<file path="src/rtl/dmem_arbiter.sv">
// Two-port round-robin arbiter and sequencer for a single-ported data memory,
// with an atomic lock per requester (bounded by a timeout) and an out-of-range check.
module dmem_arbiter #(
    parameter int unsigned MEM_BYTES = 128,
    parameter int unsigned LOCK_MAX  = 16
) (
    input  logic        clk,
    input  logic        rst_n,
    input  logic [1:0]  req_valid,
    input  logic [31:0] req_addr0,
    input  logic [31:0] req_addr1,
    input  logic [31:0] req_wdata0,
    input  logic [31:0] req_wdata1,
    input  logic [3:0]  req_we0,
    input  logic [3:0]  req_we1,
    input  logic [1:0]  req_lock,
    output logic [1:0]  req_ready,
    output logic [1:0]  rsp_valid,
    output logic [31:0] rsp_rdata,
    output logic        rsp_err,
    output logic        lock_timeout,
    output logic [31:0] mem_daddr,
    output logic [31:0] mem_dwdata,
    output logic [3:0]  mem_we,
    input  logic [31:0] mem_drdata,
    output logic [1:0]  dbg_state
);

    localparam int unsigned CW = $clog2(LOCK_MAX + 1);

    // Handshake: a request transfers in the cycle where req_valid[i] & req_ready[i];
    // req_ready is one-hot or zero and is a function of req_valid, FSM state and rr_q.
    typedef enum logic [1:0] {
        UNLOCKED = 2'd0,
        LOCKED0  = 2'd1,
        LOCKED1  = 2'd2
    } state_e;

    state_e        state_q;
    logic          rr_q;
    logic [CW-1:0] cnt_q;
    logic [1:0]    rsp_valid_q;
    logic [31:0]   rsp_rdata_q;
    logic          rsp_err_q;
    logic          lock_timeout_q;

    logic [1:0]    ready;
    logic          accept;
    logic          sel;
    logic [31:0]   acc_addr;
    logic [31:0]   acc_wdata;
    logic [3:0]    acc_we;
    logic          acc_lock;
    logic [31:0]   word_addr;
    logic          oor;

    always_comb begin
        ready = 2'b00;
        case (state_q)
            UNLOCKED: begin
                if (req_valid == 2'b11) begin
                    ready = rr_q ? 2'b01 : 2'b10;
                end else begin
                    ready = req_valid;
                end
            end
            LOCKED0: ready = {1'b0, req_valid[0]};
            LOCKED1: ready = {req_valid[1], 1'b0};
            default: ready = 2'b00;
        endcase
    end

    assign accept    = |ready;
    assign sel       = ready[1];
    assign acc_addr  = sel ? req_addr1  : req_addr0;
    assign acc_wdata = sel ? req_wdata1 : req_wdata0;
    assign acc_we    = sel ? req_we1    : req_we0;
    assign acc_lock  = sel ? req_lock[1] : req_lock[0];
    assign word_addr = acc_addr & 32'hFFFF_FFFC;
    // 33-bit compare so a word near the top of the address space cannot wrap.
    assign oor       = ({1'b0, word_addr} + 33'd3) >= 33'(MEM_BYTES);

    assign req_ready  = ready;
    assign mem_daddr  = accept ? word_addr : 32'h0;
    assign mem_dwdata = accept ? acc_wdata : 32'h0;
    assign mem_we     = (accept && !oor && rst_n) ? acc_we : 4'h0;

    always_ff @(posedge clk or negedge rst_n) begin
        if (!rst_n) begin
            state_q        <= UNLOCKED;
            rr_q           <= 1'b1;
            cnt_q          <= '0;
            rsp_valid_q    <= 2'b00;
            rsp_rdata_q    <= 32'h0;
            rsp_err_q      <= 1'b0;
            lock_timeout_q <= 1'b0;
        end else begin
            rsp_valid_q    <= ready;
            rsp_err_q      <= accept & oor;
            lock_timeout_q <= 1'b0;
            if (accept) begin
                rsp_rdata_q <= oor ? 32'h0 : mem_drdata;
                rr_q        <= sel;
            end
            case (state_q)
                UNLOCKED: begin
                    if (accept && acc_lock) begin
                        state_q <= sel ? LOCKED1 : LOCKED0;
                        cnt_q   <= '0;
                    end
                end
                LOCKED0, LOCKED1: begin
                    // Only the owner can be accepted here, so accept implies sel == owner.
                    if (accept) begin
                        cnt_q <= '0;
                        if (!acc_lock) begin
                            state_q <= UNLOCKED;
                        end
                    end else if (cnt_q == CW'(LOCK_MAX - 1)) begin
                        // This increment would make the count LOCK_MAX: release instead.
                        state_q        <= UNLOCKED;
                        cnt_q          <= '0;
                        lock_timeout_q <= 1'b1;
                        rr_q           <= (state_q == LOCKED1);
                    end else begin
                        cnt_q <= cnt_q + 1'b1;
                    end
                end
                default: begin
                    state_q <= UNLOCKED;
                    cnt_q   <= '0;
                end
            endcase
        end
    end

    assign rsp_valid    = rsp_valid_q;
    assign rsp_rdata    = rsp_rdata_q;
    assign rsp_err      = rsp_err_q;
    assign lock_timeout = lock_timeout_q;
    assign dbg_state    = state_q;

endmodule

</file>
<file path="config.mk">
export PLATFORM = sky130hd
export DESIGN_NAME = dmem_arbiter
export DESIGN_NICKNAME = d
export VERILOG_FILES = /design/src/rtl/dmem_arbiter.sv
export SDC_FILE = /design/constraint.sdc
export NUM_CORES = 1
export LEC_CHECK = 0
export CAP_MARGIN = 10
export CORE_AREA = 2 2 110 112
export DETAILED_ROUTE_END_ITERATION = 6
export DIE_AREA = 0 0 112 114
export HOLD_SLACK_MARGIN = 0.02
export PLACE_DENSITY = 0.65
export SYNTH_ARGS = -nofsm -noshare
export SYNTH_HDL_FRONTEND = slang
export SYNTH_SLANG_ARGS = --single-unit
</file>
<file path="constraint.sdc">
create_clock -name clk -period 3.9 [get_ports clk]
set_input_delay 0.975 -clock clk [delete_from_list [all_inputs] [get_ports clk]]
set_output_delay 0.975 -clock clk [all_outputs]
set_load 0.005 [all_outputs]
</file>
# Word-level counts from Yosys, hierarchy flattened
# Index checks and enable logic that the tools add are counted.
dict set report totals {
  reg_bits 44
  inputBits 174
  output_inout_bits 108
  elab_cells 54
}
dict set report op_classes {
  n_addsub 2
  n_lt_le_gt_ge 1
  eq_ne 7
  mux 28
  bitwise_logic 1
  reduce_logical 8
}
# cell n
set ops {}
lappend ops {{$mux W32} 5}
lappend ops {{$add A32 B2 Y33 const B} 1}
lappend ops {{$ge A33 B8 Y1 const B} 1}
lappend ops {{$mux W5} 3}
lappend ops {{$mux W2} 7}
lappend ops {{$pmux W5 S2} 1}
lappend ops {{$mux W1} 8}
lappend ops {{$mux W4} 2}
lappend ops {{$ne A3 B3 Y1 const B} 2}
lappend ops {{$pmux W2 S3} 1}
lappend ops {{$add A5 B1 Y5 const B} 1}
lappend ops {{$eq A5 B4 Y1 const B} 1}
lappend ops {{$eq A2 B2 Y1 const B} 2}
lappend ops {{$pmux W2 S2} 1}
lappend ops {{$reduce_or A2 Y1} 2}
lappend ops {{$logic_and A1 B1 Y1} 3}
lappend ops {{$reduce_and A3 Y1} 1}
lappend ops {{$eq A2 B1 Y1 const B} 1}
lappend ops {{$logic_not A2 Y1} 1}
lappend ops {{$ne A2 B2 Y1 const B} 1}
lappend ops {{$and A1 B1 Y1} 1}
lappend ops {{$logic_not A1 Y1} 1}

# Depth between registers and ports, before layout
dict set report depth {
  depth_word 10
  mapped_depth 10
  mapped_depth_nobuf 8
}

# Least setup slack after synthesis
# Ideal clock, no wire load.
dict set report synth_timing {
  kind {input -> output}
  from {input req_valid[1]}
  to {output mem_dwdata[11]}
  arrival_time_ps 2511
  required_time_ps 2925
  slack_ps 414
  stages 6
  path_buffers 2
  cell_sequence {nor3b_1 -> or4b_4 -> nor2_1 -> clkbuf_1 -> buf_1 -> a22o_1}
}
dict set report synth_between {
  elab_chain_cells 5
  word_cells_on_any_way 6
  cone_classes {eq/ne: 1; mux: 4; reduce/logical: 1}
}
# item line_no
set synth_lines {}
lappend synth_lines {{start: declaration} 9} ;# input logic [1:0] req_valid,
lappend synth_lines {{$eq A2 B2 Y1} 61} ;# if (req_valid == 2'b11) begin
lappend synth_lines {{$mux W2} 61}
lappend synth_lines {{$pmux W2 S3 *} 59} ;# case (state_q)
lappend synth_lines {{$mux W32 / $reduce_or A2 Y1 (equally long branches)} {76, 73}}
lappend synth_lines {{$mux W32 *} 85} ;# assign mem_dwdata = accept ? acc_wdata : 32'h0;
lappend synth_lines {{end: declaration} 23} ;# output logic [31:0] mem_dwdata,
# Every way passes the cells marked *; elsewhere a longest branch is shown, timed or not.

# Worst setup path after layout
dict set report layout_timing {
  from {input req_addr1[14]}
  to {output mem_we[3]}
}
dict set report layout_between {
  elab_chain_cells 7
}
# item line_no
set layout_lines {}
lappend layout_lines {{start: declaration} 11} ;# input logic [31:0] req_addr1,
lappend layout_lines {{$mux W32} 75} ;# assign acc_addr = sel ? req_addr1 : req_addr0;
lappend layout_lines {{$add A32 B2 Y33} 81} ;# assign oor = ({1'b0, word_addr} + 33'd3) >= 33'(MEM_BYTES);
lappend layout_lines {{$ge A33 B8 Y1} 81}
lappend layout_lines {{$logic_not A1 Y1} 86} ;# assign mem_we = (accept && !oor && rst_n) ? acc_we : 4'h0;
lappend layout_lines {{$logic_and A1 B1 Y1 (2 in series)} 86}
lappend layout_lines {{$mux W4} 86}
lappend layout_lines {{end: declaration} 24} ;# output logic [3:0] mem_we,
# Every way passes these cells.

==> run metrics <==
cell area power density=475.3 nW/um^2; crit path capture type=output pin; syn avg cell area=10.35 um^2; utilization after layout=0.5282; fin nets=744; CP Max Fanout=3; Async S/R FF share, synth=1.000; Netlist cell types=40; outcome=finished clean; row count=40; R2R Path End=cnt_q[3]; top-count cell post-synth=a22o_1; setup slack, reg-to-reg=0.77 ns; placed instance area=5766 um^2; fin crit period=3.842 ns; Max Root-Sink Buffers=2; Final Instance Count excl. Fillers=712; clk root buf=clkbuf_16; fillers=1123; number of global-route vias before repair=3562; vias per cell=4.969; H-tree depth=2; cts bufs inserted=5; Synth top area share=0.4143; VDD IR max=0.0002698 V; Hold Buf Count CTS=0; Skew-Pair Late Insertion Delay=0.28 ns; main flop type after synthesis=dfrtp_1; Reg-to-Reg Start=dbg_state[0]; Placed Cells incl. Taps=686; Relative slew margins=0.4825; Slowest-stage cell, CP=or4_4; # diodes=0; Worst Path Required=2.92 ns; CP most frequent cell=buf_4; input/output buffers=275; number of synthesized flops with an enable pin=0; initial antenna violation count=1; drt wl/cell=19.87 um; Worst Skew=0.002478 ns; Mapped Area=2597 um^2; Synth Instances=251; CTS tree=yes; Core Area=11710 um^2; first-pass GRT wire length=20240 um; sequential cell area fraction in the yosys report=0.4244; Hold Path Cell Cnt=1; Hold Violations, Final=0; Syn. warnings=0; post-route ant nets=0; layout cell share with drive strength beyond 1=0.1805; Max Clk Rate=260.3 MHz; final setup margin=0.05796 ns; final setup violation count=0; Detail Placement HPWL=11060 um; Initial Util=0.2218; Synth Register Bits=44; die area=12770 um^2; RD Place Congestion=0.8010; worst path cell trace=dlygate4sd2_1 -> or4_4 -> nor4_4 -> and4_1 -> o211ai_1 -> buf_4 -> buf_4 -> nor2_2 -> buf_2; DR iter-0 viols=112; Hold Crit Start=cnt_q[4]; Worst Hold End=lock_timeout; CTS Sinks=44; Worst Max-Slew Pin Slew=0.7655 ns; TritonRoute pass-1 iters=5; leakage=2.870 nW; Min Hold Slack=0.4679 ns; Reg2Reg Depth=10; all-layer global routing usage=0.2051; post-route cell area=6186 um^2; Arr. time, crit path=2.87 ns; Max Cap Viol=0; Setup WS pre-CTS=-0.4562 ns; Max stage delay on crit path=0.53 ns; Ports=282; critical path class=input port to output pin; Worst-path clk slew=0.06 ns; cell taking the most area after synthesis=dfrtp_1; Synth top cells by count=94 x a22o_1, 43 x dfrtp_1, 18 x clkbuf_1; ratio of final minimum period to clock period=0.9851; Die H=114 um; DRC=0; leading post-synthesis cells by cell area=dfrtp_1 41%, a22o_1 32%, clkbuf_1 2.6%; Layout area overhead=138.2%; Die Wd=112 um; Startpoint Class=input port; Max Slew Vio Count=0; largest net degree at the start of global routing=45; GRT overflow=0; via count=3538; WL final=14150 um; Hold WC Path Type=flip-flop to flip-flop
-- what timing repair did --
item / CTS / global route
resized for setup: 117 / 32
pin swaps: 9 / 14
cloned: 3 / 1
setup buffers: 5 / 10
endpoints found under the setup margin: 66 / 56
-- through the flow --
stage               power (mW)  TNS (ns)
CTS                      2.885   -0.8512
detailed placement       2.370    -15.76
finish                   2.940         0
floorplan                1.258         0
global placement         2.366    -15.03
global route             3.116  -0.05481
-- power breakdown --
part	total, mW	internal [mW]	switching [mW]
combinational	1.90	1.06	0.838
sequential	0.520	0.494	0.0263
clock	0.522	0.363	0.160
total	2.94	1.92	1.02
-- worst max path at each step --
stage,startpoint,endpoint,slack (ns)
2_1_floorplan,req_valid[1],mem_dwdata[11],0.41
3_3_place_gp,req_addr1[15],mem_we[0],-0.46
3_5_place_dp,req_addr1[15],mem_we[0],-0.46
4_1_cts,req_valid[1],mem_dwdata[8],-0.20
5_1_grt,req_addr0[22],mem_we[3],-0.03
6_report,req_addr1[14],mem_we[3],0.06
-- kinds of logic after synthesis --
family                     count (synthesis)  synth area share
AOI/OAI and AO/OA                        115            0.3767
and+or+nand+nor                           52            0.1108
DFF                                       44            0.4244
buffers and inverters                     31           0.05105
adders and majority gates                  5           0.02408
muxes                                      3           0.01156
other                                      1          0.001444
-- cell usage in the layout, fill, tap and decap left out, types with 5 or more instances in the layout --
cell type        synthesis  routed
clkdlybuf4s50_1          0     199
a22o_1                  94      94
dlygate4sd2_1            0      51
dfrtp_1                 43      43
buf_4                    2      43
buf_2                    1      15
dlymetal6s2s_1           0       8
nor2_1                  12       6
nand3_1                  7       6
nand2_1                  6       6
clkbuf_16                0       6
inv_1                    5       5
nor4_2                   0       5
ha_1                     5       5
buf_6                    1       5
buf_12                   0       5
-- layer usage --
layer | vias to the layer above | share of wire | global-route usage
met5 | - | 0.00078 | 0
met4 | 2 | 0.017 | 0.04634
met3 | 18 | 0.090 | 0.06961
met2 | 169 | 0.50 | 0.3527
met1 | 1719 | 0.39 | 0.2505
li1 | 1630 | - | -
-- worst max-delay path: cells and delay by family --
kind | cells | cell delay [ns]
AND/OR/NAND/NOR | 4 | 1.02
buffers and inverters | 4 | 0.72
AO/OA/AOI/OAI | 1 | 0.16
-- final cells by class --
cell class,instances,area (um^2),share of cell area
clock buffer,5,125.1,0.02023
clock inverter,2,60.06,0.009709
inverter,5,18.77,0.003034
multi-input combinational,177,1474,0.2383
sequential,44,1102,0.1782
tap,147,183.9,0.02973
timing repair buffer,332,3222,0.5208
-- state kept, by name, indices dropped and copies added, names as in the netlist --
name          count
cnt_q             5
dbg_state         2
lock_timeout      1
rr_q              1
rsp_err           1
rsp_rdata        32
rsp_valid         2
(Power assumes the default switching activity.)
